## config.mk

```make
export PLATFORM = sky130hd
export DESIGN_NAME = alu_share_arbiter
export DESIGN_NICKNAME = d
export VERILOG_FILES = /design/src/rtl/alu_share_arbiter.sv
export SDC_FILE = /design/constraint.sdc
export NUM_CORES = 1
export LEC_CHECK = 0
export BUFFER_PORTS_ARGS = -buffer_cell sky130_fd_sc_hd__buf_2
export CORE_MARGIN = 2
export CORE_UTILIZATION = 57
export CTS_BUF_LIST = sky130_fd_sc_hd__clkbuf_4
export DETAILED_ROUTE_END_ITERATION = 12
export GPL_TIMING_DRIVEN = 0
export PLACE_DENSITY = 0.87
export SLEW_MARGIN = 20
export SYNTH_ARGS = -nofsm -noshare
export SYNTH_HDL_FRONTEND = slang
export SYNTH_SLANG_ARGS = --single-unit
```

## constraint.sdc

```tcl
create_clock -name clk -period 5.6 [get_ports clk]
set_input_delay 0.84 -clock clk [delete_from_list [all_inputs] [get_ports clk]]
set_output_delay 0.84 -clock clk [all_outputs]
set_load 0.005 [all_outputs]
```

## src/rtl/alu_share_arbiter.sv

```systemverilog
// -----------------------------------------------------------------------------
// alu_share_arbiter
// Shares one Hack ALU datapath (zx/nx/zy/ny/f/no) between N requesters.
// A round-robin arbiter picks one valid requester while IDLE. A 3-state
// sequencer (IDLE -> EXEC -> RESP) then computes the op and returns a result
// tagged with the requester id.
//
// Parameters:
//   W    operand/result width
//   N    number of requesters (>= 2)
//   IDW  requester-id width, max(1, clog2(N))
//
// Ports:
//   clk        clock, rising edge
//   reset      asynchronous active-high reset
//   req_valid  [N]     per-requester op valid
//   req_ready  [N]     one-hot grant, combinational, only in IDLE
//   req_x      [N*W]   packed x operands, requester i at [i*W +: W]
//   req_y      [N*W]   packed y operands
//   req_ctrl   [N*6]   packed control, per slot {zx,nx,zy,ny,f,no}
//   rsp_valid          result valid
//   rsp_ready          result consumer ready
//   rsp_id     [IDW]   requester that owns rsp_out
//   rsp_out    [W]     ALU result
//   busy               high whenever the sequencer is not IDLE
//   rsp_zr / rsp_ng    zero / negative flags of rsp_out
//                      (only when ALU_ARB_FLAGS_EN is defined)
//
// Optional feature macro: ALU_ARB_FLAGS_EN
// -----------------------------------------------------------------------------
module alu_share_arbiter #(
    parameter int unsigned W   = 16,
    parameter int unsigned N   = 4,
    parameter int unsigned IDW = (N > 2) ? $clog2(N) : 1
) (
    input  logic             clk,
    input  logic             reset,
    input  logic [N-1:0]     req_valid,
    output logic [N-1:0]     req_ready,
    input  logic [N*W-1:0]   req_x,
    input  logic [N*W-1:0]   req_y,
    input  logic [N*6-1:0]   req_ctrl,
    output logic             rsp_valid,
    input  logic             rsp_ready,
    output logic [IDW-1:0]   rsp_id,
    output logic [W-1:0]     rsp_out,
    output logic             busy
`ifdef ALU_ARB_FLAGS_EN
    ,
    output logic             rsp_zr,
    output logic             rsp_ng
`endif
);

    localparam int unsigned CW = 6;

    typedef enum logic [1:0] {
        IDLE = 2'd0,
        EXEC = 2'd1,
        RESP = 2'd2
    } state_t;

    state_t          state;
    state_t          state_n;

    logic [IDW-1:0]  rr_ptr;
    logic [IDW-1:0]  grant;
    logic            any_valid;
    logic            accept;
    logic            rsp_done;

    logic [W-1:0]    x_r;
    logic [W-1:0]    y_r;
    logic [CW-1:0]   ctrl_r;
    logic [IDW-1:0]  g_r;

    logic [W-1:0]    x_arr    [N];
    logic [W-1:0]    y_arr    [N];
    logic [CW-1:0]   ctrl_arr [N];

    logic [W-1:0]    x_z, x_n, y_z, y_n, f_o, alu_o;

    // Unpack the flat request buses into per-requester arrays
    for (genvar i = 0; i < int'(N); i++) begin : g_unpack
        assign x_arr[i]    = req_x[i*W +: W];
        assign y_arr[i]    = req_y[i*W +: W];
        assign ctrl_arr[i] = req_ctrl[i*CW +: CW];
    end

    // Round-robin search starting just after rr_ptr. Iterating from the far
    // end lets the nearest valid index overwrite any earlier hit.
    always_comb begin
        grant     = '0;
        any_valid = 1'b0;
        for (int k = int'(N); k >= 1; k--) begin
            if (req_valid[IDW'((int'(rr_ptr) + k) % int'(N))]) begin
                grant     = IDW'((int'(rr_ptr) + k) % int'(N));
                any_valid = 1'b1;
            end
        end
    end

    // Hack ALU on the latched operands; ctrl_r = {zx,nx,zy,ny,f,no}
    always_comb begin
        x_z   = ctrl_r[5] ? '0 : x_r;
        x_n   = ctrl_r[4] ? ~x_z : x_z;
        y_z   = ctrl_r[3] ? '0 : y_r;
        y_n   = ctrl_r[2] ? ~y_z : y_z;
        f_o   = ctrl_r[1] ? W'(x_n + y_n) : (x_n & y_n);
        alu_o = ctrl_r[0] ? ~f_o : f_o;
    end

    // State register
    always_ff @(posedge clk or posedge reset) begin
        if (reset) begin
            state <= IDLE;
        end else begin
            state <= state_n;
        end
    end

    // Next state and combinational grant; grant is masked while in reset
    always_comb begin
        state_n   = state;
        req_ready = '0;
        accept    = 1'b0;
        rsp_done  = 1'b0;
        case (state)
            IDLE: begin
                if (any_valid && !reset) begin
                    req_ready = N'(1) << grant;
                    accept    = 1'b1;
                    state_n   = EXEC;
                end
            end
            EXEC: begin
                state_n = RESP;
            end
            RESP: begin
                if (rsp_ready) begin
                    rsp_done = 1'b1;
                    state_n  = IDLE;
                end
            end
            default: begin
                state_n = IDLE;
            end
        endcase
    end

    // Operand capture, result registers and round-robin pointer
    always_ff @(posedge clk or posedge reset) begin
        if (reset) begin
            x_r       <= '0;
            y_r       <= '0;
            ctrl_r    <= '0;
            g_r       <= '0;
            rsp_out   <= '0;
            rsp_id    <= '0;
            rsp_valid <= 1'b0;
            busy      <= 1'b0;
            rr_ptr    <= IDW'(N - 1);
        end else begin
            busy <= (state_n != IDLE);
            if (accept) begin
                x_r    <= x_arr[grant];
                y_r    <= y_arr[grant];
                ctrl_r <= ctrl_arr[grant];
                g_r    <= grant;
            end
            if (state == EXEC) begin
                rsp_out   <= alu_o;
                rsp_id    <= g_r;
                rsp_valid <= 1'b1;
            end
            if (rsp_done) begin
                rsp_valid <= 1'b0;
                rr_ptr    <= rsp_id;
            end
        end
    end

`ifdef ALU_ARB_FLAGS_EN
    // Flags are captured with rsp_out and held through RESP
    always_ff @(posedge clk or posedge reset) begin
        if (reset) begin
            rsp_zr <= 1'b0;
            rsp_ng <= 1'b0;
        end else if (state == EXEC) begin
            rsp_zr <= (alu_o == '0);
            rsp_ng <= alu_o[W-1];
        end
    end
`endif

endmodule

```

# [Word-level counts from Yosys, hierarchy flattened]
# Cells that the tools add are included.
[totals] input_bits=159 wordCells=79 output_inout_bits=24 regBits=64
[classes] magnitude_cmp=5 eq_ne=2 addsub=5 shifts=1 bitwise=5 muxes=46 reduce_logical=5
[op_table] operator="16-bit 2-to-1 mux" count=10
[op_table] operator="16-bit binary-select mux with 2-bit select" count=2
[op_table] operator="16-bit inverter" count=3
[op_table] operator="1-bit 2-to-1 mux" count=18
[op_table] operator="16-bit adder" count=1
[op_table] operator="16-bit bitwise AND" count=1
[op_table] operator="2-bit by 4-bit < comparator with 1-bit output, second input constant" count=4
[op_table] operator="6-bit binary-select mux with 2-bit select" count=1
[op_table] operator="2-bit 2-to-1 mux" count=6
[op_table] operator="6-bit 2-to-1 mux" count=2
[op_table] operator="1-bit binary-select mux with 2-bit select" count=4
[op_table] operator="4-bit 2-to-1 mux" count=2
[op_table] operator="2-bit case mux with 3 select lines" count=1
[op_table] operator="2-bit by 1-bit adder with 2-bit output, second input constant" count=2
[op_table] operator="2-bit adder, second input constant" count=2
[op_table] operator="2-bit nonzero test" count=2
[op_table] operator="1-bit by 2-bit left shift with 4-bit output, first input constant" count=1
[op_table] operator="3-bit >= comparator, second input constant" count=1
[op_table] operator="2-bit inverter with 3-bit output" count=1
[op_table] operator="2-bit by 1-bit equality test with 1-bit output, second input constant" count=1
[op_table] operator="2-bit equality test, second input constant" count=1
[op_table] operator="2-bit logical NOT" count=1
[op_table] operator="1-bit logical AND" count=1
[op_table] operator="1-bit logical NOT" count=1

# [Depth between registers and ports, before layout]
# Gate-level depths: netlist of run 1.
[logic_depth] word_depth=12 mapped_depth=11

# [Worst setup path before layout of run 1]
# No wires, ideal clock.
[synth_timing] kind="register to register" startpoint="register ctrl_r[4]" endpoint="register rsp_out[14]" setup_time_ns=0.126 t_arrival_ns=3.060 path_slack_ns=2.414 path_stages_with_launch=12 period_less_slack_ns=3.186 cell_sequence="dfrtp_1 > clkbuf_1 > clkbuf_1 > xnor2_1 > ha_1 > buf_4 > and3_1 > a221o_2 > a21oi_2 > or4_4 > and3_1 > a221o_1"
[synth_between] elab_chain_len=5 word_cells_on_any_way=6 cone_classes="add/sub (1); mux (3); bitwise (2)"
[synth_rtl] item="from (decl)" line_no="74" text="logic [CW-1:0] ctrl_r;"
[synth_rtl] item="from (signal assigned)" line_no="168" text="ctrl_r <= ctrl_arr[grant];"
[synth_rtl] item="16-bit 2-to-1 mux (*)" line_no="106" text="x_n = ctrl_r[4] ? ~x_z : x_z;"
[synth_rtl] item="16-bit adder / 16-bit bitwise AND (equally long branches)" line_no="109" text="f_o = ctrl_r[1] ? W'(x_n + y_n) : (x_n & y_n);"
[synth_rtl] item="16-bit 2-to-1 mux (*)" line_no="109"
[synth_rtl] item="16-bit inverter" line_no="110" text="alu_o = ctrl_r[0] ? ~f_o : f_o;"
[synth_rtl] item="16-bit 2-to-1 mux (*)" line_no="110"
[synth_rtl] item="to (signal assigned)" line_no="172" text="rsp_out <= alu_o;"
[synth_rtl] item="to (decl)" line_no="46" text="output logic [W-1:0] rsp_out,"
# Every way passes the cells marked *; elsewhere a longest branch is shown, timed or not.
# A chain may end at the register's enable or synchronous reset.

# [Worst setup path after layout of run 1]
[layout_timing] startpoint="register rr_ptr[0]" endpoint="output port req_ready[1]"
[layout_between] elab_chain_len=11 word_cells_on_any_way=28 cone_classes="add/sub (4); shift (1); mux (22); reduce/logical (1)"
[layout_rtl] item="from (decl)" line_no="66" text="logic [IDW-1:0] rr_ptr;"
[layout_rtl] item="from (signal assigned)" line_no="162" text="rr_ptr <= IDW'(N - 1);"
[layout_rtl] item="from (signal assigned)" line_no="178" text="rr_ptr <= rsp_id;"
[layout_rtl] item="2-bit by 1-bit adder with 2-bit output" line_no="96, 97"
[layout_rtl] item="1-bit binary-select mux with 2-bit select" line_no="96" text="if (req_valid[IDW'((int'(rr_ptr) + k) % int'(N))]) begin"
[layout_rtl] item="1-bit 2-to-1 mux (not written as such) (2 in a row)" line_no="96"
[layout_rtl] item="2-bit 2-to-1 mux / 1-bit 2-to-1 mux (equally long branches) (4 in a row)" line_no="96"
[layout_rtl] item="1-bit by 2-bit left shift with 4-bit output / 1-bit logical AND (equally long branches)" line_no="131, 130"
[layout_rtl] item="4-bit 2-to-1 mux (*)" line_no="130" text="if (any_valid && !reset) begin"
[layout_rtl] item="4-bit 2-to-1 mux (*)" line_no="128" text="case (state)"
[layout_rtl] item="to (decl)" line_no="39" text="output logic [N-1:0] req_ready,"
# Every way passes the cells marked *; elsewhere a longest branch is shown, timed or not. The select of a mux whose other input is x is not followed.

==> flow_summary.yaml, run 1 <==
logic_synthesis:
  ys.flop_type: "dfrtp_1"
  yosys.cell_types.count: 68
  yosys.area.top_type: "dfrtp_1"
  synth.area.top_cells: "dfrtp_1 29%, nand2_1 18%, o21ai_1 7.5%, xnor2_1 6.1%, nand2b_1 4.6%"
  synth-edff-count: 0
  syn_area_mm2: 0.00535
  async_flop_share: 1.00
  yosys_warnings: 0
  seq_area_frac_synth: 0.300
  synth_top_area_frac: 0.290
  syn_nets: 925
  synth-seq-cells: 64
  syn_area_per_cell_um2: 7.15
  netlist_instances: 749
sta:
  finalSetupTns_ns: 0
  fin_crit_ns: 3.80
  worst_pin_slew_ns: 0.948
  hold_viol_final: 0
  setup_viol_count_final: 0
  drv_slew: 0
  worst_hold_slack_ns: 0.358
  relSlewSlack: 0.366
  max_freq_mhz: 263
  period_share: 0.679
  finalClockSkew_ns: 0.0126
  rsz0062_at_grt: "no"
routing:
  dr_total_vias: 5883
  vias_per_cell: 5.55
  drt-pass1-iter-count: 6
  drc_errors: 0
  drt-initial-drc-count: 410
  drt_wl_total_mm: 16.1
  ant_nets: 0
  wl_per_cell_um: 15.2
finish:
  fin_util: 0.713
  stdcell_area_mm2: 0.00656
  final_nets: 1119
  drive_gt1_frac: 0.238
  syn2layout_area_growth_pct: 22.5
floorplanning:
  row_count: 35
  start_util: 0.582
  core-area_mm2: 0.00920
  die_h_um: 101
  die_x_um: 101
  io_pins: 183
  fp.dieArea_mm2: 0.0102
job:
  cap_viol_max_count: 0
place:
  place.gp.congestion: 0.994
  dp_hpwl_mm: 13.0
  post_dp_cell_area_mm2: 0.00642
  io_buffers: 182
global_routing:
  grt_pass1_vias: 5536
  grt_pass1_wl_mm: 25.4
  grt_remaining_overflow: 0
  antenna_found_initial: 0
  grt_max_degree: 45
  groute.usage.overall: 0.316
power:
  power_density_mw_per_mm2: 730
  power_w: 0.00479
  worst_ir_drop_vdd_uv: 311
  power_leakage_nw: 3.34
clock_network:
  htree_num_levels: 3
  post-cts-setup-buffers: 0
  clk_latency_ns: 0.42
  cts_resized: 0
  hold_buffers: 0
  cts_sinks: 64
  cts-root-buf: "clkbuf_4"
  cts_buffers: 9
  cts_tree: "yes"
  clk_pin_slew_ns: 0.12
  clockBufferDepth: 2
critical_path:
  crit_start: "rr_ptr[0]"
  r2r_start: "ctrl_r[4]"
  start_kind: "flop"
  worstPathArrival_ns: 2.96
  end_kind: "output pin"
  crit_fanout: 10
  cp_data_required_time_ns: 4.76
  crit_type: "flop to output pin"
hold_path:
  hold_path.class: "input port to asynchronous set/reset pin"
status:
  status: "completed"
## cell usage in the layout, fill, tap and decap left out, types with 6 or more instances in the layout
cell      synthesis  layout
nor2_1           10      10
inv_1             9       8
xnor2_1          37      37
clkbuf_1         36      36
nand2_1         257     257
a21o_1            7       7
nand3_1          45      45
nand2b_1         39      39
o21ai_1          80      80
mux2i_1          11      11
o21ai_0          12      12
nor2b_1           8       8
clkbuf_4          0       9
buf_2             6     188
dfrtp_1          62      62
and3_1            6       6
xor2_1            7       7
a21oi_1          16      16
ha_1             16      16
## final timing paths
| kind | end | slack [ns] | depth (start not counted) |
|---|---|---|---|
| worst max-delay path | req_ready[1] | 1.80 | 6 |
| worst min-delay path | state[1] | 0.36 | 2 |
| worst max register to register | rsp_out[8] | 2.01 | 11 |
| worst min register to register | rsp_id[1] | 0.48 | 2 |
| max in group asynchronous | rr_ptr[0] | 4.66 | 3 |
| min in group clk | rsp_id[1] | 0.48 | 2 |
## cells in the mapped netlist, types with 3 or more instances
cell type	n
buf_1	4
a21oi_1	16
nand2_1	257
a211oi_1	4
nand3_1	45
inv_1	9
o311ai_1	3
xor2_1	7
a221o_1	4
nor3_1	3
xnor2_1	37
dfrtp_1	62
nand2b_1	39
a31oi_1	3
o21ai_1	80
o22ai_1	3
o211ai_1	4
mux2i_1	11
buf_4	3
nand3b_1	5
nor2b_1	8
buf_2	6
o21ai_0	12
and3_1	6
o21a_1	4
a21o_1	7
nor2_1	10
clkbuf_1	36
ha_1	16
## where the power goes
group / internal [W] / switching (W)
Clock: 0.000132 / 0.000180
Combinational: 0.00154 / 0.00210
Sequential: 0.000691 / 0.000150
Total: 0.00236 / 0.00243
## stage by stage
stage | setup slack [ns] | std cells
after floorplan | 2.41 | 749
after global placement | 1.90 | 1042
after detailed placement | 1.87 | 1043
after CTS | 1.84 | 1059
after global routing | 1.73 | 1059
final | 1.80 | 1060
## per-layer routing
layer / share of wire / up-vias / GRT usage
met5: 0 / - / 0
met4: 0.038 / 0 / 0.154
met3: 0.060 / 51 / 0.0423
met2: 0.49 / 260 / 0.531
met1: 0.41 / 2652 / 0.401
li1: - / 2920 / -
## cells by family (layout without fill, tap and decap cells)
group	count (synthesis)	count (layout)	synth area share
AOI/OAI and AO/OA	160	160	0.185
xor gates and xnor gates	44	44	0.0720
adders and majority gates	17	17	0.0411
buffers and inverters	60	259	0.0484
DFF	64	64	0.300
muxes	14	14	0.0269
other	0	1	0
and+or+nand+nor	390	390	0.327
## worst max-delay path: stages, from the launching register on
cell     delay, ns
dfstp_2       0.58
and3b_1       0.19
o32ai_1       0.81
buf_2         0.37
buf_2         0.29
and3_1        0.19
buf_2         0.11
## registers in the layout, indices dropped and copies added (netlist names)
signal and cells:
x_r 16, rsp_out 16, busy 1, rsp_valid 1, state 2, rsp_id 2, g_r 2, ctrl_r 6
rr_ptr 2, y_r 16
## area by class of cell
| cell class | instances | area [µm²] |
|---|---|---|
| plain buffers | 51 | 225 |
| multi-input cells | 625 | 3490 |
| diodes | 1 | 2.50 |
| well taps | 111 | 139 |
| repair buffers | 183 | 931 |
| fillers | 809 | 2640 |
| flip-flops and latches | 64 | 1600 |
| clock buffers | 9 | 67.6 |
| inverters | 9 | 36.3 |
| clock inverters | 7 | 62.6 |
Note: power is estimated with default switching activity, not from simulation.
==> inputs of run 2 (changes only) <==
--- a/config.mk
+++ b/config.mk
@@ -7,11 +7,11 @@
 export LEC_CHECK = 0
 export BUFFER_PORTS_ARGS = -buffer_cell sky130_fd_sc_hd__buf_2
 export CORE_MARGIN = 2
-export CORE_UTILIZATION = 57
+export CORE_UTILIZATION = 48
 export CTS_BUF_LIST = sky130_fd_sc_hd__clkbuf_4
 export DETAILED_ROUTE_END_ITERATION = 12
 export GPL_TIMING_DRIVEN = 0
-export PLACE_DENSITY = 0.87
+export PLACE_DENSITY = 0.78
 export SLEW_MARGIN = 20
 export SYNTH_ARGS = -nofsm -noshare
 export SYNTH_HDL_FRONTEND = slang
==> constraint.sdc (replaced) <==
create_clock -name clk -period 3.11 [get_ports clk]
set_input_delay 0.4665 -clock clk [delete_from_list [all_inputs] [get_ports clk]]
set_output_delay 0.4665 -clock clk [all_outputs]
set_load 0.005 [all_outputs]
==> flow_summary.yaml, run 2 (synthesized netlist as in run 1, its figures left out) <==
power:
  worst_ir_drop_vdd_uv: 717
  seq_power_share: 0.176
  power_leakage_nw: 3.38
  power_frac_clock: 0.075
  p_int_w: 0.00441
  p_comb_frac: 0.749
  power_density_mw_per_mm2: 1310
  power_w: 0.00879
  swShare: 0.499
  power.switching_w: 0.00438
hold_path:
  hold_path.class: "input port to flop"
  whs_endpoint: "state[1]"
  hold_path_depth: 2
  worstHoldStart: "rsp_ready"
global_routing:
  grt_max_degree: 47
  grt_pass1_vias: 5382
  grt_pass1_wl_mm: 25.7
  grt_remaining_overflow: 0
  antenna_found_initial: 0
  groute.usage.overall: 0.274
status:
  status: "completed"
routing:
  drt-initial-drc-count: 410
  wl_per_cell_um: 14.9
  top_layer_used: "met4"
  drt-pass1-iter-count: 5
  drc_errors: 0
  drt_wl_total_mm: 16.2
  drt-met1-wl_mm: 6.89
  ant_nets: 0
  dr_total_vias: 5794
  route.met2.wl_mm: 7.96
  vias_per_cell: 5.33
  wl_met3_mm: 1.03
finish:
  most-common-layout-cells: "257 x nand2_1, 191 x buf_2, 80 x o21ai_1"
  fin_cells: 1087
  reg_top3: "rsp_out: 16 flops, x_r: 16 flops, y_r: 16 flops"
  final_common_cell: "nand2_1"
  final_nets: 1118
  antennaDiodeCount: 0
  syn2layout_area_growth_pct: 25.2
  drive_gt1_frac: 0.254
sta:
  hold_viol_final: 0
  worst_slack_ns: 0.102
  worst_hold_slack_ns: 0.254
  fin_crit_ns: 3.01
  max_freq_mhz: 332
  setup_viol_count_final: 0
  worst_pin_slew_ns: 0.691
  drv_slew: 0
  relSlewSlack: 0.539
  period_share: 0.967
  finalClockSkew_ns: 0.0134
clock_network:
  clockBufferDepth: 2
  cts_buffers: 9
  cts_tree: "yes"
  post-cts-setup-buffers: 0
  clk_latency_ns: 0.43
  cts-root-buf: "clkbuf_4"
  clk_pin_slew_ns: 0.11
  htree_num_levels: 3
  cts_sinks: 64
critical_path:
  crit_path_cell_trace: "and3b_1, o32ai_4, buf_2, buf_2, and3_1, buf_2"
  r2r_cells: 10
  cp_slowest_cell: "dfstp_2"
  r2r_start: "ctrl_r[4]"
  critPathMaxStageDelay_ns: 0.58
  worstPathArrival_ns: 2.54
  cpLargestDelayFamily: "buffers and inverters"
  crit_type: "flop to output pin"
  worst-path-buf-inv: 3
  rrSetupSlack_ns: 0.12
  end_kind: "output pin"
  reg2reg_to: "rsp_out[8]"
  start_kind: "flop"
  crit_fanout: 10
  cp_data_required_time_ns: 2.64
  crit_top_cell: "buf_2"
place:
  dp.cells: 1072
  pre_cts_slack_ns: -0.230
  place.gp.congestion: 0.929
  io_buffers: 182
  dp_hpwl_mm: 13.1
job:
  cap_viol_max_count: 0
floorplanning:
  die_h_um: 110
  fp.dieArea_mm2: 0.0120
  start_util: 0.494
  io_pins: 183
  core-area_mm2: 0.0108
  row_count: 38
  die_x_um: 110
-- run 2: worst register-to-register path, stage by stage (launching register included) --
cell and delay [ns]:
dfrtp_2 0.51, clkbuf_4 0.24, xnor2_1 0.22, ha_1 0.26, buf_4 0.17, and3_1 0.14
a221o_2 0.43, a21o_1 0.21, a311oi_2 0.37, nor2_1 0.07, a221o_1 0.26
-- run 2: layout make-up --
class	count	area (µm²)
Buffer	49	226
Tap cell	140	175
Timing Repair Buffer	184	941
Sequential cell	64	1610
Inverter	9	36.3
Fill cell	1045	4140
Clock inverter	6	83.8
Multi-Input combinational cell	625	3550
Clock buffer	10	75.1
-- run 2: what timing repair did --
item	4_1_cts	5_1_grt
setup endpoints to repair	4	6
gates cloned	0	0
hold endpoints to repair	18	0
pin swaps	0	2
resized for setup	6	17
hold buffers	1	0
-- run 2: how the worst max path moves through the flow --
| stage | cells past startpoint | from | end | slack, ns |
|---|---|---|---|---|
| 2_1_floorplan | 11 | ctrl_r[4] | rsp_out[14] | 0.1 |
| 6_report | 6 | rr_ptr[0] | req_ready[1] | 0.10 |
| 3_3_place_gp | 11 | ctrl_r[4] | rsp_out[8] | -0.20 |
| 5_1_grt | 11 | ctrl_r[5] | rsp_out[8] | -0.0008 |
| 4_1_cts | 7 | rr_ptr[0] | req_ready[3] | 0.007 |
| 3_5_place_dp | 11 | ctrl_r[2] | rsp_out[8] | -0.23 |
-- run 2: metrics by stage --
stage	area (µm²)	TNS, ns	utilization
finish	6700	0	0.618
global route	6700	-0.000780	0.618
detailed placement	6460	-0.550	0.596
CTS	6660	0	0.614
floorplan	5360	0	-
global placement	6440	-0.488	0.594
-- run 2: power by group through the flow --
stage	registers (W)	logic, W	clock network [W]
3_3_place_gp	0.00151	0.00631	0
4_1_cts	0.00155	0.00646	0.000667
2_1_floorplan	0.00146	0.00501	0
3_5_place_dp	0.00152	0.00641	0
6_report	0.00155	0.00658	0.000657
5_1_grt	0.00161	0.00732	0.000702
-- run 2: routing by layer --
layer | vias to the layer above | track usage
met5 | - | 0
met1 | 2602 | 0.365
met3 | 23 | 0.0368
li1 | 2916 | -
met4 | 0 | 0.0931
met2 | 253 | 0.457
==> inputs of run 3 (changes only) <==
--- a/config.mk
+++ b/config.mk
@@ -5,9 +5,10 @@
 export SDC_FILE = /design/constraint.sdc
 export NUM_CORES = 1
 export LEC_CHECK = 0
+export ABC_AREA = 1
 export BUFFER_PORTS_ARGS = -buffer_cell sky130_fd_sc_hd__buf_2
 export CORE_MARGIN = 2
-export CORE_UTILIZATION = 48
+export CORE_UTILIZATION = 49
 export CTS_BUF_LIST = sky130_fd_sc_hd__clkbuf_4
 export DETAILED_ROUTE_END_ITERATION = 12
 export GPL_TIMING_DRIVEN = 0
==> flow_summary.yaml, run 3 <==
logic_synthesis:
  syn_area_mm2: 0.00601
  async_flop_share: 1.00
  synth-edff-count: 0
  synth-seq-cells: 64
  netlist_instances: 1035
  ys_top_cells_by_count: "578 x nand2_1, 120 x nand3_1, 84 x inv_1"
  synth.area.top_cells: "nand2_1 36%, dfrtp_1 26%, nand3_1 10%, xor2_1 5.7%, inv_1 5.2%"
  syn_nets: 1211
  yosys.area.top_type: "nand2_1"
  synth_top_area_frac: 0.361
  seq_area_frac_synth: 0.267
  syn_area_per_cell_um2: 5.80
  yosys_warnings: 0
  yosys.cell_types.count: 32
  ys.flop_type: "dfrtp_1"
  yosysMostFrequentCell: "nand2_1"
sta:
  hold_viol_final: 0
  setup_viol_count_final: 0
  fin_crit_ns: 2.97
  period_share: 0.955
  finalClockSkew_ns: 0.0146
  max_freq_mhz: 337
  drv_slew: 0
  worst_pin_slew_ns: 0.484
  relSlewSlack: 0.677
  rsz0062_at_grt: "no"
global_routing:
  antenna_found_initial: 0
  grt_remaining_overflow: 0
  groute.usage.overall: 0.287
  grt_pass1_wl_mm: 30.0
  grt_max_degree: 35
  grt_pass1_vias: 6472
routing:
  route.met2.wl_mm: 8.51
  wl_per_cell_um: 13.2
  top_layer_used: "met4"
  drt-met1-wl_mm: 7.96
  drt_wl_total_mm: 18.2
  ant_nets: 0
  vias_per_cell: 4.98
  drc_errors: 0
  drt-initial-drc-count: 499
  dr_total_vias: 6863
  wl_met3_mm: 1.26
  drt-pass1-iter-count: 6
finish:
  final_common_cell: "nand2_1"
  drive_gt1_frac: 0.213
  final_nets: 1401
  antennaDiodeCount: 0
  reg_top3: "rsp_out: 16 flops, x_r: 16 flops, y_r: 16 flops"
  fin_cells: 1377
  syn2layout_area_growth_pct: 20.5
  most-common-layout-cells: "578 x nand2_1, 205 x buf_2, 119 x nand3_1"
clock_network:
  hold_buffers: 0
  cts_buffers: 9
  clk_latency_ns: 0.44
  clk_pin_slew_ns: 0.12
  cts-root-buf: "clkbuf_4"
  cts_tree: "yes"
  htree_num_levels: 3
  cts_sinks: 64
  clockBufferDepth: 2
place:
  io_buffers: 182
  place.gp.congestion: 0.919
  dp_hpwl_mm: 14.8
  dp.cells: 1365
hold_path:
  hold_path.class: "input port to asynchronous set/reset pin"
floorplanning:
  core-area_mm2: 0.0120
  row_count: 40
  io_pins: 183
  die_x_um: 115
  die_h_um: 115
  start_util: 0.500
  fp.dieArea_mm2: 0.0132
critical_path:
  crit_fanout: 10
  start_kind: "flop"
  end_kind: "output pin"
  worst-path-buf-inv: 4
  crit_path_cell_trace: "buf_6, nand2_1, nand2_1, nand2_1, nand2_1, nor2_2, nand2_1, nand3_2, inv_1, buf_4, nand2_1, nor2_1, buf_2"
  crit_top_cell: "nand2_1"
  worstPathArrival_ns: 2.50
  critPathMaxStageDelay_ns: 0.55
  cpLargestDelayFamily: "simple AND/OR/NAND/NOR gates"
  crit_type: "flop to output pin"
  cp_slowest_cell: "dfstp_2"
  cp_data_required_time_ns: 2.64
status:
  status: "completed"
job:
  cap_viol_max_count: 0
-- run 3: repair_timing --
action	CTS	global route
setup buffers	0	0
setup endpoints to repair	1	13
gates resized for setup	1	7
-- run 3: final timing paths --
kind | start | end | slack (ns) | cells past startpoint
worst max-delay path | rr_ptr[0] | req_ready[3] | 0.14 | 13
worst min-delay path | reset | rsp_id[1] | 0.02 | 2
worst max register to register | ctrl_r[4] | rsp_out[11] | 0.34 | 16
worst min register to register | rsp_out[6] | rsp_out[6] | 0.48 | 2
max in group asynchronous | reset | y_r[2] | 2.57 | 3
min in group clk | rsp_ready | state[1] | 0.28 | 2
-- run 3: kinds of logic (layout without fill, tap and decap cells) --
family / after synthesis / after routing / synth area share
simple gates: 732 / 732 / 0.494
buf+inv: 146 / 341 / 0.110
flops: 64 / 64 / 0.267
xor+xnor: 42 / 42 / 0.0613
compound gates: 33 / 33 / 0.0294
fa+ha+maj: 17 / 17 / 0.0367
mux: 1 / 1 / 0.00167
-- run 3: metal layers --
layer,vias up,GRT usage
met3,35,0.0439
met5,-,0
met1,2992,0.377
met2,289,0.484
li1,3547,-
met4,0,0.0956
-- run 3: stage by stage --
step | hold slack (ns) | cell area (µm²) | TNS, ns | setup WS (ns) | util
6_report | 0.0161 | 7240 | 0 | 0.141 | 0.603
5_1_grt | 0.0453 | 7240 | 0 | 0.00694 | 0.603
4_1_cts | 0.0200 | 7230 | 0 | 0.0290 | 0.602
3_5_place_dp | 0.460 | 7120 | 0 | 0.163 | 0.593
3_3_place_gp | 0.457 | 7100 | -11.78 | -0.662 | 0.591
2_1_floorplan | 0.449 | 6010 | 0 | 0.194 | -
-- run 3: cell type report --
| class | count | area (µm²) |
|---|---|---|
| clock buffers | 10 | 75.1 |
| clock inverters | 6 | 35.0 |
| repair buffers | 183 | 931 |
| inverters | 90 | 345 |
| flip-flops and latches | 64 | 1600 |
| well taps | 147 | 184 |
| fillers | 1245 | 4770 |
| plain buffers | 52 | 308 |
| multi-input cells | 825 | 3760 |
Power of run 3 is left out: the tool's default activity adds up to more than one toggle a clock period on the data nets, which glitch-free logic cannot reach.
